<file path="config.mk">
export PLATFORM = sky130hd
export DESIGN_NAME = xbee_uart_rx_flat
export DESIGN_NICKNAME = d
export VERILOG_FILES = /design/src/rtl/xbee_uart_rx_if.sv /design/src/rtl/xbee_uart_rx.sv /design/src/flat_wrapper.sv
export SDC_FILE = /design/constraint.sdc
export NUM_CORES = 1
export LEC_CHECK = 0
export CELL_PAD_IN_SITES_DETAIL_PLACEMENT = 2
export CELL_PAD_IN_SITES_GLOBAL_PLACEMENT = 2
export CORE_MARGIN = 10
export CORE_UTILIZATION = 30
export CTS_CLUSTER_DIAMETER = 150
export CTS_CLUSTER_SIZE = 30
export DETAILED_ROUTE_END_ITERATION = 10
export HOLD_SLACK_MARGIN = 0.15
export PLACE_DENSITY_LB_ADDON = 0.2
export SYNTH_ARGS = -nofsm -noshare
export SYNTH_HDL_FRONTEND = slang
export SYNTH_SLANG_ARGS = --single-unit
export TNS_END_PERCENT = 100
</file>
<file path="constraint.sdc">
create_clock -name Clk -period 2.9 [get_ports Clk]
set_clock_uncertainty 0.2 [all_clocks]
set_input_delay 0.29 -clock Clk [delete_from_list [all_inputs] [get_ports Clk]]
set_output_delay 0.29 -clock Clk [all_outputs]
set_load 0.01 [all_outputs]
</file>
<file path="src/rtl/xbee_uart_rx_if.sv">
// rtl/xbee_uart_rx_if.sv - consumer-side Read/DataValid handshake of the XBee UART receiver
interface xbee_uart_rx_if #(
   parameter int FIFO_DEPTH = 4
);
   logic                        Read;
   logic [7:0]                  Dout;
   logic                        DataValid;
   logic [$clog2(FIFO_DEPTH):0] Count;

   modport master (output Read, input Dout, input DataValid, input Count);
   modport slave  (input Read, output Dout, output DataValid, output Count);
endinterface

</file>
<file path="src/rtl/xbee_uart_rx.sv">
// rtl/xbee_uart_rx.sv - 8N1 XBee UART receiver with show-ahead FIFO
// Define XBEE_RX_PARITY_EN to add an even-parity bit check and the ParityErr output.
module xbee_uart_rx #(
   parameter int CLK_DIV    = 326,
   parameter int FIFO_DEPTH = 4
) (
   input  logic          Clk,
   input  logic          Reset,
   input  logic          RxIn,
   xbee_uart_rx_if.slave rd,
   output logic          RxBusy,
   output logic          FrameErr,
`ifdef XBEE_RX_PARITY_EN
   output logic          ParityErr,
`endif
   output logic          Overrun
);
   localparam int DW = $clog2(CLK_DIV);
   localparam int AW = $clog2(FIFO_DEPTH);
   localparam logic [DW-1:0] DIV_LAST = DW'(CLK_DIV - 1);
   localparam logic [AW:0]   FULL_CNT = (AW+1)'(FIFO_DEPTH);

   typedef enum logic [2:0] {
      IDLE, START, DATA, STOP, WAIT_IDLE
`ifdef XBEE_RX_PARITY_EN
      , PARITY
`endif
   } state_t;

   state_t         state, state_nxt;
   logic           rx_s1, rx_s2, rx_prev;
   logic [DW-1:0]  div_cnt;
   logic           tick, mid_start, mid_bit;
   logic [3:0]     samp;
   logic [2:0]     bit_idx;
   logic [7:0]     shreg;
   logic           push, ferr_nxt;
`ifdef XBEE_RX_PARITY_EN
   logic           par_bad, perr_nxt;
`endif
   logic [7:0]     mem [FIFO_DEPTH];
   logic [AW:0]    wr_ptr, rd_ptr, count;
   logic           pop, full, do_push;

   // rx_prev lets IDLE see the falling edge of the synchronised line
   always_ff @(posedge Clk or negedge Reset) begin
      if (!Reset) begin
         rx_s1   <= 1'b1;
         rx_s2   <= 1'b1;
         rx_prev <= 1'b1;
      end else begin
         rx_s1   <= RxIn;
         rx_s2   <= rx_s1;
         rx_prev <= rx_s2;
      end
   end

   assign tick      = (div_cnt == DIV_LAST);
   assign mid_start = tick && (samp == 4'd7);
   assign mid_bit   = tick && (samp == 4'd15);

   // Held at zero in IDLE so the tick phase starts at the detected start edge
   always_ff @(posedge Clk or negedge Reset) begin
      if (!Reset) begin
         div_cnt <= '0;
         samp    <= '0;
         bit_idx <= '0;
      end else if (state == IDLE) begin
         div_cnt <= '0;
         samp    <= '0;
         bit_idx <= '0;
      end else begin
         div_cnt <= tick ? '0 : div_cnt + 1'b1;
         if (state == START && mid_start)
            samp <= '0;
         else if (tick)
            samp <= samp + 4'd1;
         if (state == DATA && mid_bit)
            bit_idx <= bit_idx + 3'd1;
      end
   end

   always_ff @(posedge Clk or negedge Reset) begin
      if (!Reset)
         shreg <= '0;
      else if (state == DATA && mid_bit)
         shreg <= {rx_s2, shreg[7:1]};
   end

`ifdef XBEE_RX_PARITY_EN
   always_ff @(posedge Clk or negedge Reset) begin
      if (!Reset)
         par_bad <= 1'b0;
      else if (state == PARITY && mid_bit)
         par_bad <= rx_s2 ^ (^shreg);
   end
`endif

   always_ff @(posedge Clk or negedge Reset) begin
      if (!Reset)
         state <= IDLE;
      else
         state <= state_nxt;
   end

   always_comb begin
      state_nxt = state;
      push      = 1'b0;
      ferr_nxt  = 1'b0;
`ifdef XBEE_RX_PARITY_EN
      perr_nxt  = 1'b0;
`endif
      case (state)
         IDLE:      if (rx_prev && !rx_s2) state_nxt = START;
         START:     if (mid_start) state_nxt = rx_s2 ? IDLE : DATA;
`ifdef XBEE_RX_PARITY_EN
         DATA:      if (mid_bit && bit_idx == 3'd7) state_nxt = PARITY;
         PARITY:    if (mid_bit) state_nxt = STOP;
`else
         DATA:      if (mid_bit && bit_idx == 3'd7) state_nxt = STOP;
`endif
         STOP: begin
            if (mid_bit) begin
               if (rx_s2) begin
                  state_nxt = IDLE;
`ifdef XBEE_RX_PARITY_EN
                  perr_nxt  = par_bad;
                  push      = !par_bad;
`else
                  push      = 1'b1;
`endif
               end else begin
                  ferr_nxt  = 1'b1;
                  state_nxt = WAIT_IDLE;
               end
            end
         end
         WAIT_IDLE: if (rx_s2) state_nxt = IDLE;
         default:   state_nxt = IDLE;
      endcase
   end

   assign RxBusy = (state != IDLE);

   always_ff @(posedge Clk or negedge Reset) begin
      if (!Reset) begin
         FrameErr  <= 1'b0;
         Overrun   <= 1'b0;
`ifdef XBEE_RX_PARITY_EN
         ParityErr <= 1'b0;
`endif
      end else begin
         FrameErr  <= ferr_nxt;
         Overrun   <= push && full && !pop;
`ifdef XBEE_RX_PARITY_EN
         ParityErr <= perr_nxt;
`endif
      end
   end

   // Pointers carry one wrap bit so full and empty differ without a separate flag
   assign count        = wr_ptr - rd_ptr;
   assign full         = (count == FULL_CNT);
   assign rd.Count     = count;
   assign rd.DataValid = (wr_ptr != rd_ptr);
   assign rd.Dout      = mem[rd_ptr[AW-1:0]];
   assign pop          = rd.Read && rd.DataValid;
   assign do_push      = push && (!full || pop);

   always_ff @(posedge Clk or negedge Reset) begin
      if (!Reset) begin
         wr_ptr <= '0;
         rd_ptr <= '0;
         for (int i = 0; i < FIFO_DEPTH; i++)
            mem[i] <= '0;
      end else begin
         if (do_push) begin
            mem[wr_ptr[AW-1:0]] <= shreg;
            wr_ptr              <= wr_ptr + 1'b1;
         end
         if (pop)
            rd_ptr <= rd_ptr + 1'b1;
      end
   end
endmodule
</file>
<file path="src/flat_wrapper.sv">
// flat-port wrapper written by rule: the top's interface ports become plain ports
module xbee_uart_rx_flat 
#(
   parameter int CLK_DIV    = 326,
   parameter int FIFO_DEPTH = 4
)
  (Clk, Reset, RxIn, RxBusy, FrameErr, Overrun, rd_Read, rd_Dout, rd_DataValid, rd_Count);
  xbee_uart_rx_if #(.FIFO_DEPTH(FIFO_DEPTH)) rd_i ();
  input  logic Clk;
  input  logic Reset;
  input  logic RxIn;
  output logic RxBusy;
  output logic FrameErr;
  output logic Overrun;
  input wire logic [$bits(rd_i.Read)-1:0] rd_Read;
  output wire logic [$bits(rd_i.Dout)-1:0] rd_Dout;
  output wire logic [$bits(rd_i.DataValid)-1:0] rd_DataValid;
  output wire logic [$bits(rd_i.Count)-1:0] rd_Count;
  assign rd_i.Read = rd_Read;
  assign rd_Dout = rd_i.Dout;
  assign rd_DataValid = rd_i.DataValid;
  assign rd_Count = rd_i.Count;
  xbee_uart_rx #(.CLK_DIV(CLK_DIV), .FIFO_DEPTH(FIFO_DEPTH)) u_core (.Clk(Clk), .Reset(Reset), .RxIn(RxIn), .rd(rd_i), .RxBusy(RxBusy), .FrameErr(FrameErr), .Overrun(Overrun));
endmodule
</file>
[Word-level counts from Yosys, hierarchy flattened]
Cells that the tools add are included.
Word-level totals
  flip-flop bits (word level): 70
  bits of input ports: 4
  output and inout port bits: 15
Cells by class
  add/sub/neg operators: 6
  $lt $le $gt $ge: 3
  eq/ne operators: 15
  multiplexer cells: 27
  bitwise operators: 2
  reduce and logical (&&, ||, !) cells: 20
Operator list (count)
  bitwise mux 32 bit: 1
  two-way mux 3 bit: 8
  two-way mux 8 bit: 3
  two-way mux 9 bit: 2
  binary-select mux 8 bit (select 2 bit): 1
  demux 8 bit (select 2 bit): 1
  case mux 3 bit (5 select lines): 1
  two-way mux 4 bit: 3
  logical AND 1 bit: 11
  adder 3 x 1 -> 3 bit (second input constant): 3
  adder 9 x 1 -> 9 bit (second input constant): 1
  equality test 3 bit (second input constant): 3
  equality test 9 bit (second input constant): 1
  equality test 3 x 2 -> 1 bit (second input constant): 2
  >= comparator 3 bit (second input constant): 2
  two-way mux 1 bit: 6
  != test 2 x 1 -> 1 bit (second input constant): 3
  inverter 2 -> 3 bit: 2
  nonzero test 3 bit: 2
  AND reduction 5 bit: 1
  adder 4 x 1 -> 4 bit (second input constant): 1
  equality test 4 x 3 -> 1 bit (second input constant): 1
  equality test 4 bit (second input constant): 1
  != test 2 bit (second input constant): 2
  9 further kinds: 11

[Depth between registers and ports, before layout]
  depth in word-level cells: 6
  gate-level depth with buffers: 9
  gate-level depth less buffers: 7

[Least setup slack after synthesis]
Ideal clock, no wire load.
  path type: reg-to-reg
  from: register u_core.wr_ptr[0]
  to: register u_core.mem[0] (netlist bit)
  data arrival time: 2.421 ns
  required time: 2.575 ns
  setup slack: 0.154 ns
  stages on the path, launching flop included: 9
  path buffers: 1
  period minus slack after synthesis: 2.746 ns
  cells stage by stage: dfrtp_1 inv_1 ha_1 fa_1 or3_4 a211oi_4 nor3b_2 buf_6 mux2_4
Between the ends
  word-level cells in the longest chain between the ends: 6
  elaborated cells between the ends (all ways): 14
  those cells by class: 1 x add/sub; 2 x order compare; 2 x eq/ne; 3 x mux; 1 x bitwise; 5 x reduce/logical
Ends and longest elaborated chain
  from (decl): RTL line xbee_uart_rx.sv:42  | logic [AW:0] wr_ptr, rd_ptr, count;
  from (signal assigned): RTL line xbee_uart_rx.sv:179  | wr_ptr <= wr_ptr + 1'b1;
  inverter 2 -> 3 bit (not written as such): RTL line xbee_uart_rx.sv:178  | mem[wr_ptr[AW-1:0]] <= shreg;
  >= comparator 3 bit (not written as such) / less-than comparator 3 x 1 -> 1 bit (equally long branches): RTL line xbee_uart_rx.sv:178
  logical AND 1 bit (not written as such): RTL line xbee_uart_rx.sv:178
  two-way mux 8 bit (not written as such): RTL line xbee_uart_rx.sv:178
  demux 8 bit (select 2 bit): RTL line xbee_uart_rx.sv:178
  bitwise mux 32 bit: RTL line xbee_uart_rx.sv:178
  to (signal, indexed assignment): RTL line xbee_uart_rx.sv:178
  to (decl): RTL line xbee_uart_rx.sv:41  | logic [7:0] mem [FIFO_DEPTH];
Several ways; a longest one is shown, not always the timed one.
A chain may end at the register's enable or synchronous reset.

[Worst setup path after layout]
  from: register u_core.wr_ptr[0]
  to: register u_core.mem[25] (netlist bit)
The elaborated chain is that of the path after synthesis.

==> results.txt <==
----------------------------------------------------
[Run status]
  Status ... finished, final reports clean

[GRT]
  Antenna violations before repair ... 0
  Total track usage ... about a tenth
  GRT overflow ... 0
  Wire length of the first global-routing pass ... 12740 microns
  Largest net degree at the start of global routing ... a little over 40
  Via count of the first global-routing pass ... between 2000 and 2500

[Timing]
  Final Critical Period ... about 2700 ps
  Transition time at the pin with the least slew margin ... 388.5 ps
  Hold Slack ... approximately 160 ps
  Relative slew slack ... about three quarters
  Max-slew violation count ... 0
  Aggregate negative setup slack ... 0 ps
  Max Clock Freq ... around 370 MHz
  Total count of hold-check failures in the final report ... 0
  Setup-violating endpoint count in the final report ... 0
  Fin crit share ... 94.40%
  Setup repair after global routing missed its margin ... no

[Critical path]
  Critical path type ... flop to flop
  Capturing element type of the critical path ... flop
  Arrival time at the worst endpoint ... 2760 ps
  Kind of launch point of the worst setup path ... flop
  Top fanout value on the critical path ... 5
  Required time reported for the critical path endpoint ... 2930 ps

[Pwr]
  Power per standard cell area ... a little over 600 nW/um^2
  Standby leakage power ... 1.854 nW
  Fraction of power consumed by combinational cells ... 24.4%
  Part of the power in registers ... roughly 44%
  Cell-internal power ... 1.760 mW
  Total power ... roughly 2.5 mW
  Sw Ratio ... about 30%
  Clock network fraction of total power ... between 30 and 40%
  Psw ... 736.4 uW
  Worst IR Drop VDD ... around 0.44 mV

[Floorplanning]
  Initial core utilization ... a little under a third
  Vert. Die Dim ... between 100 and 150 microns
  Io pins ... 19
  Std cell rows ... 38
  Area of the core ... around 11000 sq um
  Die Footprint ... 15550 sq um
  Die span in x ... 124.7 microns

[Synthesis]
  Average size of a mapped cell ... 13.48 sq um
  Area share of the leading cell type in the synthesized netlist ... between 50% and 60%
  Post-synth cell types ... 39
  Leading post-synthesis cells by cell area ... dfrtp_1 (51%), mux2_2 (12%), mux4_2 (5.5%)
  Most used flip-flop cell after synthesis ... dfrtp_1
  Number of storage elements in the synthesis netlist ... 70
  Largest area contributor in the netlist ... dfrtp_1
  Number of nets produced by synthesis ... 261
  Mapped Cells ... between 200 and 250
  Proportion of synthesized flip-flops having asynchronous set or reset ... 100.0%
  Total standard cell area after synthesis ... between 3000 and 4000 sq um
  EDFF count, synth ... 0
  Number of warnings printed during yosys synthesis ... 0
  Sequential share of the synthesized area ... between 50% and 60%

[Clock tree]
  CTS Buf Count ... 9
  Worst skew pair latency ... between 300 and 400 ps
  Sink count of the clock tree ... 70
  Root Driver ... clkbuf_8
  Max Buffers Root-to-Sink ... 2
  Number of levels the H-tree was split into ... 3
  TritonCTS clock tree ... yes
  Clock-pin slew on the worst setup and hold paths ... 70 ps

[Cells and area]
  Multi-input combinational cell area ... ~1500 sq um
  Number of antenna cells inserted ... 0
  Filler Cells Inserted ... between 1000 and 1500
  Final Net Count ... slightly above 300
  Final std cells w/o fill ... between 400 and 500
  Layout cells sized above 1 ... between 30% and 40%
  Synth-to-layout area growth ... 22.29%
  FF/Latch Area ... between 1500 and 2000 sq um

[Drt]
  Number of optimization iterations in the first detailed-route pass ... 4
  Number of vias per cell ... about 4.7
  Routed wire per std cell ... roughly 18 microns
  Iteration-0 DRC Markers ... 60
  Antenna viol nets, final ... 0
  DRC Markers ... 0
  Vias ... 2032
  Post-detailed-routing wire length ... between 7000 and 8000 microns

[Place]
  Placed instance count ... between 400 and 500
  Number of I/O port buffers ... 18
  Final HPWL from detailed placement ... roughly 5300 microns
  Final weighted congestion of routability-driven global placement ... between 0.6 and 0.7

[Min path]
  Hold Crit Class ... flop to flop

[Job]
  Reported max-cap violation count ... 0

----------------------------------------------------
## power groups by stage
| stage | logic (mW) | clock network, mW | registers, mW |
|---|---|---|---|
| after detailed placement | 0.612 | 0 | 1.13 |
| after CTS | 0.621 | 0.816 | 1.11 |
| after floorplan | 0.368 | 0 | 1.11 |
| after global routing | 0.681 | 0.865 | 1.12 |
| final | 0.610 | 0.778 | 1.11 |
| after global placement | 0.596 | 0 | 1.12 |
## cells in the mapped netlist (all sizes together) (2+ instances only)
library cell / count
dfrtp: 67
mux2: 42
nor2: 19
nand3: 15
ha: 12
inv: 10
nand2: 9
xnor2: 9
mux4: 8
xor2: 7
clkbuf: 6
nor3b: 5
o21ai: 5
a21oi: 3
dfstp: 3
and3: 2
nand2b: 2
nand4: 2
nor2b: 2
nor4: 2
or3: 2
## per-layer routing
layer | vias up | track usage (%) | wire, microns
met2 | 18 | 15.20 | 3623
met4 | 0 | 5.141 | 126
met1 | 1053 | 13.61 | 3766
li1 | 952 | - | -
met3 | 9 | 1.915 | 145
met5 | - | 0 | 0
## flip-flops by register name, summed over array words and instances, names as in the netlist
signal           count
u_core.rd_ptr        3
u_core.Overrun       1
u_core.bit_idx       3
u_core.samp          4
u_core.state         3
u_core.rx_s2         1
u_core.shreg         8
u_core.div_cnt       9
u_core.mem          32
u_core.FrameErr      1
u_core.rx_s1         1
u_core.rx_prev       1
u_core.wr_ptr        3
## logic make-up (layout without fill, tap and decap cells)
family	Yosys count	in the layout	synth area share, %
AOI/OAI and AO/OA	12	12	2.472
xor gates and xnor gates	16	16	4.260
adders and majority gates	13	13	5.173
buffers and inverters	17	69	2.168
DFF	70	70	53.37
muxes	51	51	21.07
and+or+nand+nor	65	65	11.49
## worst paths after layout
check	depth (start not counted)	start	to	slack [ps]
worst max-delay path	10	u_core.wr_ptr[0]$_DFFE_PN0P_	u_core.mem[25]$_DFFE_PN0P_	160
worst min-delay path	0	u_core.rx_s1$_DFF_PN1_	u_core.rx_s2$_DFF_PN1_	160
worst max register to register	10	u_core.wr_ptr[0]$_DFFE_PN0P_	u_core.mem[25]$_DFFE_PN0P_	160
worst min register to register	0	u_core.rx_s1$_DFF_PN1_	u_core.rx_s2$_DFF_PN1_	160
max in group asynchronous	3	Reset	u_core.div_cnt[8]$_DFF_PN0_	1650
min in group asynchronous	3	Reset	u_core.samp[1]$_DFFE_PN0P_	280
## placed cells by master, fill, tap and decap left out, types with 2 or more instances in the layout
master           count
dfrtp_1             67
mux2_2              34
buf_4               21
nor2_1              19
clkdlybuf4s50_1     17
nand3_1             14
clkbuf_8            14
ha_1                12
inv_1               10
xnor2_1              9
nand2_1              9
mux4_2               8
mux2_4               8
xor2_1               7
o21ai_0              5
nor3b_4              3
a21oi_1              3
dlygate4sd3_1        3
dfstp_2              3
nand2b_1             2
and3_1               2
nor2b_1              2
nand4_1              2
clkbuf_1             2
## per-stage QoR
step	cell area, sq um	worst slack (ps)	util, %
after floorplan	3289	153.9	-
after global placement	3724	50.15	34.50
after detailed placement	3724	-1.020	34.50
after CTS	3960	35.24	36.69
after global routing	4023	37.25	37.27
final	4023	162.3	37.27
## critical path: stages, from the launching register on
cell,delay [ps]
dfrtp_1,380
inv_1,70
ha_1,190
fa_2,370
or3_4,410
a211oi_4,190
buf_4,190
buf_4,140
nor3b_4,40
buf_4,170
mux2_2,270
## what timing repair did
item	4_1_cts	5_1_grt
hold endpoints to repair	69	0
hold buffers	3	0
gates resized for setup	1	1
endpoints found under the setup margin	8	29
buffers inserted	0	8
pin swaps	0	4
## final cells by class
type	count	area share (%)
tap	140	4.355
timing repair buffer	43	9.518
clock buffer	16	4.977
inverter	10	0.9331
sequential	70	43.64
multi-input combinational	157	36.58
Power figures use the tool's default switching activity.
